**config.mk**
```make
export PLATFORM = sky130hd
export DESIGN_NAME = sample_stream_capture_flat
export DESIGN_NICKNAME = d
export VERILOG_FILES = /design/src/rtl/sample_stream_capture_pkg.sv /design/src/rtl/sample_stream_capture_if.sv /design/src/rtl/sample_stream_capture_sync_fifo.sv /design/src/rtl/sample_stream_capture.sv /design/src/flat_wrapper.sv
export SDC_FILE = /design/constraint.sdc
export NUM_CORES = 1
export LEC_CHECK = 0
export CORE_UTILIZATION = 50
export CTS_BUF_LIST = sky130_fd_sc_hd__clkbuf_4
export DETAILED_ROUTE_END_ITERATION = 8
export PLACE_DENSITY = 0.75
export SETUP_SLACK_MARGIN = 0.15
export SKIP_CTS_REPAIR_TIMING = 1
export SYNTH_ARGS = -nofsm -noshare
export SYNTH_HDL_FRONTEND = slang
export SYNTH_SLANG_ARGS = --single-unit
export TNS_END_PERCENT = 1
```
**constraint.sdc**
```tcl
create_clock -name ACLK -period 5.25 [get_ports ACLK]
set_input_delay 1.05 -clock ACLK [delete_from_list [all_inputs] [get_ports ACLK]]
set_output_delay 1.05 -clock ACLK [all_outputs]
set_load 0.05 [all_outputs]
```
**src/rtl/sample_stream_capture_pkg.sv**
```systemverilog
// Shared constants and helpers for the sample stream capture block:
// default widths, the beat width (data plus TLAST) and a constant log2.
package sample_stream_capture_pkg;

  localparam int DEFAULT_DATA_WIDTH    = 32;
  localparam int DEFAULT_FIFO_DEPTH    = 16;
  localparam int DEFAULT_PKT_LEN_WIDTH = 16;
  localparam int DEFAULT_BEAT_WIDTH    = DEFAULT_DATA_WIDTH + 1;

  // Ceiling log2, usable in parameter and port-width expressions.
  function automatic int clog2(input int value);
    int result;
    int rem;
    result = 0;
    rem    = value - 1;
    while (rem > 0) begin
      result = result + 1;
      rem    = rem >> 1;
    end
    return result;
  endfunction

  // A stored beat is {last, data}.
  function automatic int beat_width(input int data_width);
    return data_width + 1;
  endfunction

endpackage

```
**src/rtl/sample_stream_capture_if.sv**
```systemverilog
// AXI4-Stream bundle carrying captured samples from the capture block to the DMA.
interface sample_stream_capture_if #(
  parameter int DW = 32
);
  logic          TVALID;
  logic          TREADY;
  logic [DW-1:0] TDATA;
  logic          TLAST;

  modport master (output TVALID, output TDATA, output TLAST, input TREADY);
  modport slave  (input TVALID, input TDATA, input TLAST, output TREADY);
endinterface

```
**src/rtl/sample_stream_capture_sync_fifo.sv**
```systemverilog
// Single-clock first-word-fall-through FIFO with registered occupancy.
// Pointers carry one extra wrap bit so full and empty need no separate flag.
module sync_fifo
  import sample_stream_capture_pkg::*;
#(
  parameter int DEPTH = DEFAULT_FIFO_DEPTH,
  parameter int WIDTH = DEFAULT_BEAT_WIDTH
) (
  input  logic                    ACLK,
  input  logic                    ARESETN,
  input  logic                    push,
  input  logic                    pop,
  input  logic [WIDTH-1:0]        din,
  output logic [WIDTH-1:0]        dout,
  output logic                    full,
  output logic                    empty,
  output logic [clog2(DEPTH):0]   level
);

  localparam int AW = clog2(DEPTH);

  logic [AW:0]      wr_ptr_q, wr_ptr_d;
  logic [AW:0]      rd_ptr_q, rd_ptr_d;
  logic [AW:0]      level_q, level_d;
  logic [WIDTH-1:0] mem_q [DEPTH];
  logic             do_push, do_pop;

  // NOTE: combinational logic uses blocking '=' with a default for every
  // output first (no latches); clocked state below uses non-blocking '<='.
  always_comb begin
    empty    = (wr_ptr_q == rd_ptr_q);
    full     = (wr_ptr_q[AW] != rd_ptr_q[AW]) &&
               (wr_ptr_q[AW-1:0] == rd_ptr_q[AW-1:0]);
    do_pop   = pop & ~empty;
    do_push  = push & (~full | do_pop);
    wr_ptr_d = do_push ? wr_ptr_q + 1'b1 : wr_ptr_q;
    rd_ptr_d = do_pop  ? rd_ptr_q + 1'b1 : rd_ptr_q;
    level_d  = level_q;
    case ({do_push, do_pop})
      2'b10:   level_d = level_q + 1'b1;
      2'b01:   level_d = level_q - 1'b1;
      default: level_d = level_q;
    endcase
    dout  = mem_q[rd_ptr_q[AW-1:0]];
    level = level_q;
  end

  always_ff @(posedge ACLK) begin
    if (!ARESETN) begin
      wr_ptr_q <= '0;
      rd_ptr_q <= '0;
      level_q  <= '0;
    end else begin
      wr_ptr_q <= wr_ptr_d;
      rd_ptr_q <= rd_ptr_d;
      level_q  <= level_d;
    end
  end

  // NOTE: storage is deliberately not reset; entries are only ever read
  // after being written, and an unreset array maps onto plain RAM.
  always_ff @(posedge ACLK) begin
    if (do_push) mem_q[wr_ptr_q[AW-1:0]] <= din;
  end

endmodule

```
**src/rtl/sample_stream_capture.sv**
```systemverilog
// Captures sample_data on each rising edge of sample_clk into a FIFO-backed
// AXI4-Stream master, tagging every pkt_len-th beat with TLAST.
module sample_stream_capture
  import sample_stream_capture_pkg::*;
#(
  parameter int C_M_AXIS_DATA_WIDTH = DEFAULT_DATA_WIDTH,
  parameter int C_FIFO_DEPTH        = DEFAULT_FIFO_DEPTH,
  parameter int C_PKT_LEN_WIDTH     = DEFAULT_PKT_LEN_WIDTH
) (
  input  logic                               ACLK,
  input  logic                               ARESETN,
  input  logic                               sample_clk,
  input  logic [C_M_AXIS_DATA_WIDTH-1:0]     sample_data,
  input  logic                               enable,
  input  logic [C_PKT_LEN_WIDTH-1:0]         pkt_len,
  sample_stream_capture_if.master            M_AXIS,
  output logic                               overflow,
  output logic [clog2(C_FIFO_DEPTH):0]       fifo_level
);

  localparam int DW  = C_M_AXIS_DATA_WIDTH;
  localparam int PLW = C_PKT_LEN_WIDTH;
  localparam int BW  = beat_width(DW);

  logic           sample_clk_q, sample_clk_d;
  logic           enable_q, enable_d;
  logic           overflow_q, overflow_d;
  logic [PLW-1:0] beat_cnt_q, beat_cnt_d;
  logic [PLW-1:0] eff_len, cnt_base;
  logic           rise, en_rise, want_push, push_ok, pop, last;
  logic           fifo_full, fifo_empty;
  logic [BW-1:0]  fifo_dout;

  always_comb begin
    sample_clk_d = sample_clk;
    enable_d     = enable;
    rise         = sample_clk & ~sample_clk_q;
    en_rise      = enable & ~enable_q;
    eff_len      = (pkt_len == '0) ? PLW'(1) : pkt_len;
    // A fresh enable starts a new packet even if a sample lands this cycle.
    cnt_base     = en_rise ? '0 : beat_cnt_q;
    // '>=' lets a mid-packet shrink of pkt_len close the packet at once.
    last         = (cnt_base >= eff_len - PLW'(1));
    want_push    = rise & enable;
    pop          = ~fifo_empty & M_AXIS.TREADY;
    push_ok      = want_push & (~fifo_full | pop);

    beat_cnt_d = cnt_base;
    if (!enable)      beat_cnt_d = '0;
    else if (push_ok) beat_cnt_d = last ? '0 : cnt_base + PLW'(1);

    overflow_d = (overflow_q & ~en_rise) | (want_push & ~push_ok);
  end

  always_ff @(posedge ACLK) begin
    if (!ARESETN) begin
      sample_clk_q <= 1'b0;
      enable_q     <= 1'b0;
      overflow_q   <= 1'b0;
      beat_cnt_q   <= '0;
    end else begin
      sample_clk_q <= sample_clk_d;
      enable_q     <= enable_d;
      overflow_q   <= overflow_d;
      beat_cnt_q   <= beat_cnt_d;
    end
  end

  sync_fifo #(
    .DEPTH (C_FIFO_DEPTH),
    .WIDTH (BW)
  ) u_fifo (
    .ACLK    (ACLK),
    .ARESETN (ARESETN),
    .push    (push_ok),
    .pop     (pop),
    .din     ({last, sample_data}),
    .dout    (fifo_dout),
    .full    (fifo_full),
    .empty   (fifo_empty),
    .level   (fifo_level)
  );

  // Data and TLAST read as zero whenever no beat is offered.
  assign M_AXIS.TVALID = ~fifo_empty;
  assign M_AXIS.TDATA  = fifo_empty ? '0 : fifo_dout[DW-1:0];
  assign M_AXIS.TLAST  = ~fifo_empty & fifo_dout[BW-1];
  assign overflow      = overflow_q;

endmodule
```
**src/flat_wrapper.sv**
```systemverilog
// flat-port wrapper written by rule: the top's interface ports become plain ports
module sample_stream_capture_flat import sample_stream_capture_pkg::*;
#(
  parameter int C_M_AXIS_DATA_WIDTH = DEFAULT_DATA_WIDTH,
  parameter int C_FIFO_DEPTH        = DEFAULT_FIFO_DEPTH,
  parameter int C_PKT_LEN_WIDTH     = DEFAULT_PKT_LEN_WIDTH
)
  (ACLK, ARESETN, sample_clk, sample_data, enable, pkt_len, overflow, fifo_level, M_AXIS_TVALID, M_AXIS_TDATA, M_AXIS_TLAST, M_AXIS_TREADY);
  sample_stream_capture_if M_AXIS_i ();
  input  logic ACLK;
  input  logic ARESETN;
  input  logic sample_clk;
  input  logic [C_M_AXIS_DATA_WIDTH-1:0] sample_data;
  input  logic enable;
  input  logic [C_PKT_LEN_WIDTH-1:0] pkt_len;
  output logic overflow;
  output logic [clog2(C_FIFO_DEPTH):0] fifo_level;
  output wire logic [$bits(M_AXIS_i.TVALID)-1:0] M_AXIS_TVALID;
  output wire logic [$bits(M_AXIS_i.TDATA)-1:0] M_AXIS_TDATA;
  output wire logic [$bits(M_AXIS_i.TLAST)-1:0] M_AXIS_TLAST;
  input wire logic [$bits(M_AXIS_i.TREADY)-1:0] M_AXIS_TREADY;
  assign M_AXIS_TVALID = M_AXIS_i.TVALID;
  assign M_AXIS_TDATA = M_AXIS_i.TDATA;
  assign M_AXIS_TLAST = M_AXIS_i.TLAST;
  assign M_AXIS_i.TREADY = M_AXIS_TREADY;
  sample_stream_capture #(.C_M_AXIS_DATA_WIDTH(C_M_AXIS_DATA_WIDTH), .C_FIFO_DEPTH(C_FIFO_DEPTH), .C_PKT_LEN_WIDTH(C_PKT_LEN_WIDTH)) u_core (.ACLK(ACLK), .ARESETN(ARESETN), .sample_clk(sample_clk), .sample_data(sample_data), .enable(enable), .pkt_len(pkt_len), .M_AXIS(M_AXIS_i), .overflow(overflow), .fifo_level(fifo_level));
endmodule
```
# --- After elaboration in Yosys (flattened, before gate mapping) ---
# Memory sizes are Yosys's and may differ from the RTL's. A register that Yosys moved wholly into a read port is not among the register bits.
# Cells that the tools add are included.
op_classes:
  magnitude_cmp: 1
  n_mux: 10
  n_eq_ne: 5
  n_bitwise: 19
  n_addsub: 6
  reduce_logical: 4
op_table:
  columns: ["operator", "n"]
  rows:
  - ["two-way mux 16 bit", 4]
  - ["two-way mux 32 bit", 1]
  - ["adder 16 x 1 -> 16 bit, second input constant", 1]
  - [">= comparator 16 bit", 1]
  - ["logical NOT 16 bit", 1]
  - ["subtractor 16 x 1 -> 16 bit, second input constant", 1]
  - ["adder 5 x 1 -> 5 bit, second input constant", 3]
  - ["bitwise AND 1 bit", 10]
  - ["one-hot mux 5 bit (2 select lines)", 1]
  - ["two-way mux 4 bit", 2]
  - ["NOT 1 bit", 6]
  - ["equality test 5 bit", 1]
  - ["subtractor 5 x 1 -> 5 bit, second input constant", 1]
  - ["equality test 4 bit", 1]
  - ["bitwise OR 1 bit", 3]
  - ["equality test 2 x 1 -> 1 bit, second input constant", 1]
  - ["equality test 2 bit, second input constant", 1]
  - ["two-way mux 1 bit", 2]
  - ["AND reduction 2 bit", 1]
  - ["nonzero test 2 bit", 1]
  - ["logical AND 1 bit", 1]
  - ["!= test 1 bit", 1]
totals:
  ram_bits: 528
  mem_count: 1
  out_inout_bits: 40
  ff_bits: 34
memory_table:
  columns: ["memory", "depth", "word_bits", "rd", "rd_ports_with_merged_regs", "write_ports", "line", "source"]
  rows:
  - ["u_core.u_fifo.mem_q", 16, 33, 1, 1, 1, "sample_stream_capture_sync_fifo.sv:25", "logic [WIDTH-1:0] mem_q [DEPTH];"]

# --- Longest topological paths before layout ---
depth:
  depth_word: 8
  depth_mapped: 19
  ltp_nobuf: 18

# --- Modules after synthesis ---
# Synthesis repeated with hierarchy kept, for this count alone.
unflattened:
  cells_unflattened: 1100
  hier_area_um2: 22791.9
by_module_without_submodules:
  columns: ["module", "cells_per_inst", "instances", "area_each_um2"]
  rows:
  - ["sync_fifo", 861, 1, 20951.3]
  - ["sample_stream_capture", 239, 1, 1840.5]

# --- Worst setup path after synthesis ---
# No wires, ideal clock.
synth_path:
  kind: "input port to flip-flop"
  start: "input pkt_len[9]"
  end: "register u_core.beat_cnt_q[8]"
  required_ps: 5185
  path_stages: 19
  path_slack_ps: 671
  t_arrival_ps: 4514
  setup_ps: 65
  n_path_buf: 1
  cell_sequence: "nor4_1 -> nand2b_1 -> or3_1 -> nor2_1 -> nor2_1 -> ha_1 -> nand2_1 -> or2_2 -> or3_1 -> nor4_1 -> xnor2_1 -> ha_1 -> a21o_1 -> a21o_1 -> a221o_1 -> a41o_1 -> a21bo_2 -> clkbuf_1 -> nor2_1"
synth_between:
  elab_chain_cells: 6
synth_lines:
  columns: ["element", "line", "source"]
  rows:
  - ["start: declaration", "flat_wrapper.sv:15", "input logic [C_PKT_LEN_WIDTH-1:0] pkt_len;"]
  - ["logical NOT 16 bit", "sample_stream_capture.sv:39", "eff_len = (pkt_len == '0) ? PLW'(1) : pkt_len;"]
  - ["two-way mux 16 bit *", "sample_stream_capture.sv:39", null]
  - ["subtractor 16 x 1 -> 16 bit *", "sample_stream_capture.sv:43", "last = (cnt_base >= eff_len - PLW'(1));"]
  - [">= comparator 16 bit *", "sample_stream_capture.sv:43", null]
  - ["named net u_core.last", "sample_stream_capture.sv:30", "logic rise, en_rise, want_push, push_ok, pop, last;"]
  - ["two-way mux 16 bit * (2 in a row)", "sample_stream_capture.sv:50", "else if (push_ok) beat_cnt_d = last ? '0 : cnt_base + PLW'(1);"]
  - ["end signal: assignment", "sample_stream_capture.sv:65", "beat_cnt_q <= beat_cnt_d;"]
  - ["end: declaration", "sample_stream_capture.sv:28", "logic [PLW-1:0] beat_cnt_q, beat_cnt_d;"]
# Mark *: on every way through the listed nets, which the timed path passes. The rest lies on a longest branch.
# A chain may end at the register's enable or synchronous reset.

==> flow_summary.toml <==
[run_status]
status = "finished clean"

[worst_setup_path]
crit_required_ns = 4.20
end_kind = "output pin"
criticalPathCategory = "reg -> out"
slowest_delay_ns = 0.73
cp_num_buf_inv = 2
crit_fanout = 30
rr_worst_depth = 12
crit_slowest_cell = "clkdlybuf4s50_1"
crit_family = "buffers and inverters"
start_kind = "flip-flop"
cp.arrival_ns = 3.72
worst_path_most_repeated_cell = "mux4_2"
crit_chain = "buf_12 > mux4_2 > mux4_2 > and2_1 > clkdlybuf4s50_1"
cp.depth = 5

[yosys]
synthAdderAreaFrac_pct = 1.58
syn_area_um2 = 22600
synth_nets = 1157
synth_edf_count = 528
synthCells = 1076
synth-compound-area-share_pct = 1.03
synth_cell_types = 45
ys.flop_type = "edfxtp_1"
post-synth-top-count-cell = "edfxtp_1"
synthArstFlopShare_pct = 0
synthSimpleGateAreaFrac_pct = 4.28
synth.area.top_cells = "edfxtp_1, mux4_2, dfxtp_1"
synth_seq_area_share_pct = 73.6
synthTopCellsByCount = "edfxtp_1, mux4_2, and2_1"
synth_top_family_by_area = "multiplexers"
yosysTopAreaCellShare_pct = 70.2
synth_top_area_cell = "edfxtp_1"
synth-seq-cells = 566
syn_area_per_cell_um2 = 21.0
yosysWarnings = 0
muxShareOfSynthArea_pct = 16.6
synthXorXnorAreaFrac_pct = 1.63

[timing]
worst_slew_pin_slew_ns = 0.806
min_period_ns = 4.77
final_max_slew_viol_count = 0
setup_ws_ns = 0.477
skew_ns = 0.0567
relSlewSlack_pct = 46.1
hold_violations = 0
tns_ns = 0
fin_crit_sh_pct = 90.9
rsz0062_at_grt = "false"
fmax_mhz = 210
report.final.setup_viol = 0

[floorplan]
initial_core_util_pct = 50.8
core_area_um2 = 44400
die_area_um2 = 46000
die_h_um = 215
row_count = 77
ios = 93
die_w_um = 215

[power]
power_frac_comb_pct = 11.4
ir_drop_uv = 186
leakagePower_nw = 8.39
power_per_cell_area_nw_per_um2 = 373
p_clk_share_pct = 37.6
intPower_mw = 7.47
p_sw_share_pct = 23.7
pwr-share-seq_pct = 51.0
p_switching_mw = 2.32

[finish]
final_core_util_pct = 59.1
area_delta_synth_final_pct = 16.3
drive_above_1_share_pct = 31.6
nNetsFinal = 1374
design_area_um2 = 26300

[detailed_routing]
drc = 0
drt_iter0_drc = 899
drt_first_pass_iters = 5
ant_nets = 0
via_count = 11400
via_per_inst = 5.73
wl_per_cell_um = 23.7
routed_wl_mm = 46.9

[clock_network]
cts-root-buf = "clkbuf_4"
cts_tree = "done"
worstSkewPairLatency_ns = 0.86
htreeDepth = 4
path_clk_slew_ns = 0.06
clk_path_buf_depth = 3
cts_made_buffers = 138
cts_num_sinks = 566

[grt]
grt_use_met3_pct = 4.47
antenna_found_initial = 2
use_met1_pct = 28.2
grt_overflow = 0
grt_pass1_wl_mm = 72.1
grt_usage_pct = 21.4
grt-busiest-layer = "met2"
met2_usage_pct = 35.2
grt_max_degree = 75
grt_pass1_vias = 12200

[placed_design]
port_buffers = 92
place_congestion = 0.728
place_area_um2 = 24500
dpl_worst_slack_ns = -0.0865
post-dp-hpwl_mm = 24.7

[run]
drv_cap = 0

[min_path]
hp-class = "reg -> reg"
whs_path_depth = 2
cell type report:
cell class / instances / area [um^2]
clock inverters: 39 / 339
well taps: 592 / 741
fillers: 3193 / 18100
inverters: 12 / 45.0
multi-input cells: 449 / 5770
flip-flops and latches: 566 / 16600
clock buffers: 195 / 1460
repair buffers: 126 / 1280
diodes: 2 / 5.00
logic make-up (layout without fill, tap and decap cells):
| logic type | after synthesis | after routing |
|---|---|---|
| other cells | 0 | 2 |
| xor+xnor | 42 | 42 |
| mux | 168 | 168 |
| flops | 566 | 566 |
| buf+inv | 61 | 372 |
| simple gates | 179 | 179 |
| fa+ha+maj | 28 | 28 |
| compound gates | 32 | 32 |
worst register-to-register path, cell delays in order, from the launching register on:
cell and delay (ns):
dfxtp_1 0.59, xor2_1 0.28, nor4_4 0.10, a21boi_1 0.47
ha_1 0.33, inv_1 0.10, fa_1 0.42, inv_1 0.08
a21o_1 0.11, a21oi_1 0.08, xnor2_1 0.13, or3_1 0.30
a21boi_0 0.17
worst paths after layout:
| path | slack [ns] | endpoint | startpoint |
|---|---|---|---|
| setup / recovery | 0.48 | M_AXIS_TDATA[1] | flip-flop |
| hold / removal | 0.52 | u_core.u_fifo.level[4]$_SDFFE_PN0P_ | u_core.u_fifo.level[4]$_SDFFE_PN0P_ |
| setup reg to reg | 2.00 | u_core.u_fifo.level[4]$_SDFFE_PN0P_ | u_core.u_fifo.wr_ptr_q[2]$_SDFFE_PN0P_ |
| hold reg to reg | 0.52 | u_core.u_fifo.level[4]$_SDFFE_PN0P_ | u_core.u_fifo.level[4]$_SDFFE_PN0P_ |
metal layers:
layer | vias to the layer above | part of all wire [%]
li1 | 4949 | -
met1 | 5875 | 40
met2 | 441 | 51
met3 | 93 | 6.8
met4 | 2 | 2.2
met5 | - | 0.036
state kept, by name, summed over array words and instances (netlist names), named ones only:
| register | count |
|---|---|
| u_core.beat_cnt_q | 16 |
| u_core.enable_q | 1 |
| u_core.overflow | 1 |
| u_core.sample_clk_q | 1 |
| u_core.u_fifo.level | 5 |
| u_core.u_fifo.mem_q | 528 |
| u_core.u_fifo.rd_ptr_q | 5 |
| u_core.u_fifo.wr_ptr_q | 5 |
power by group through the flow:
stage          combinational [mW]  sequential [mW]  clock [mW]
5_1_grt                      1.19             5.00        4.00
2_1_floorplan               0.777             5.08           0
3_3_place_gp                 1.12             5.09           0
3_5_place_dp                 1.13             5.09           0
6_report                     1.12             4.99        3.68
4_1_cts                      1.14             4.99        3.78
stage by stage:
stage          hold slack (ns)  power [mW]  cells
2_1_floorplan            0.520        5.86   1076
3_3_place_gp             0.476        6.21   1745
3_5_place_dp             0.519        6.22   1745
4_1_cts                  0.527        9.91   1979
5_1_grt                  0.565        10.2   1980
6_report                 0.519        9.79   1981
placed cells by master, fill, tap and decap left out, types with 11 or more instances in the layout:
master,synthesis,layout
edfxtp_1,528,528
clkbuf_4,0,195
mux4_2,165,165
clkdlybuf4s50_1,0,92
and2_1,60,60
dfxtp_1,38,34
nor2_1,38,27
ha_1,27,27
nand2_1,26,26
buf_4,3,26
xor2_1,24,24
clkinv_1,0,21
xnor2_1,18,18
inv_1,12,12
nor2_4,0,11
(Power assumes the default switching activity.)
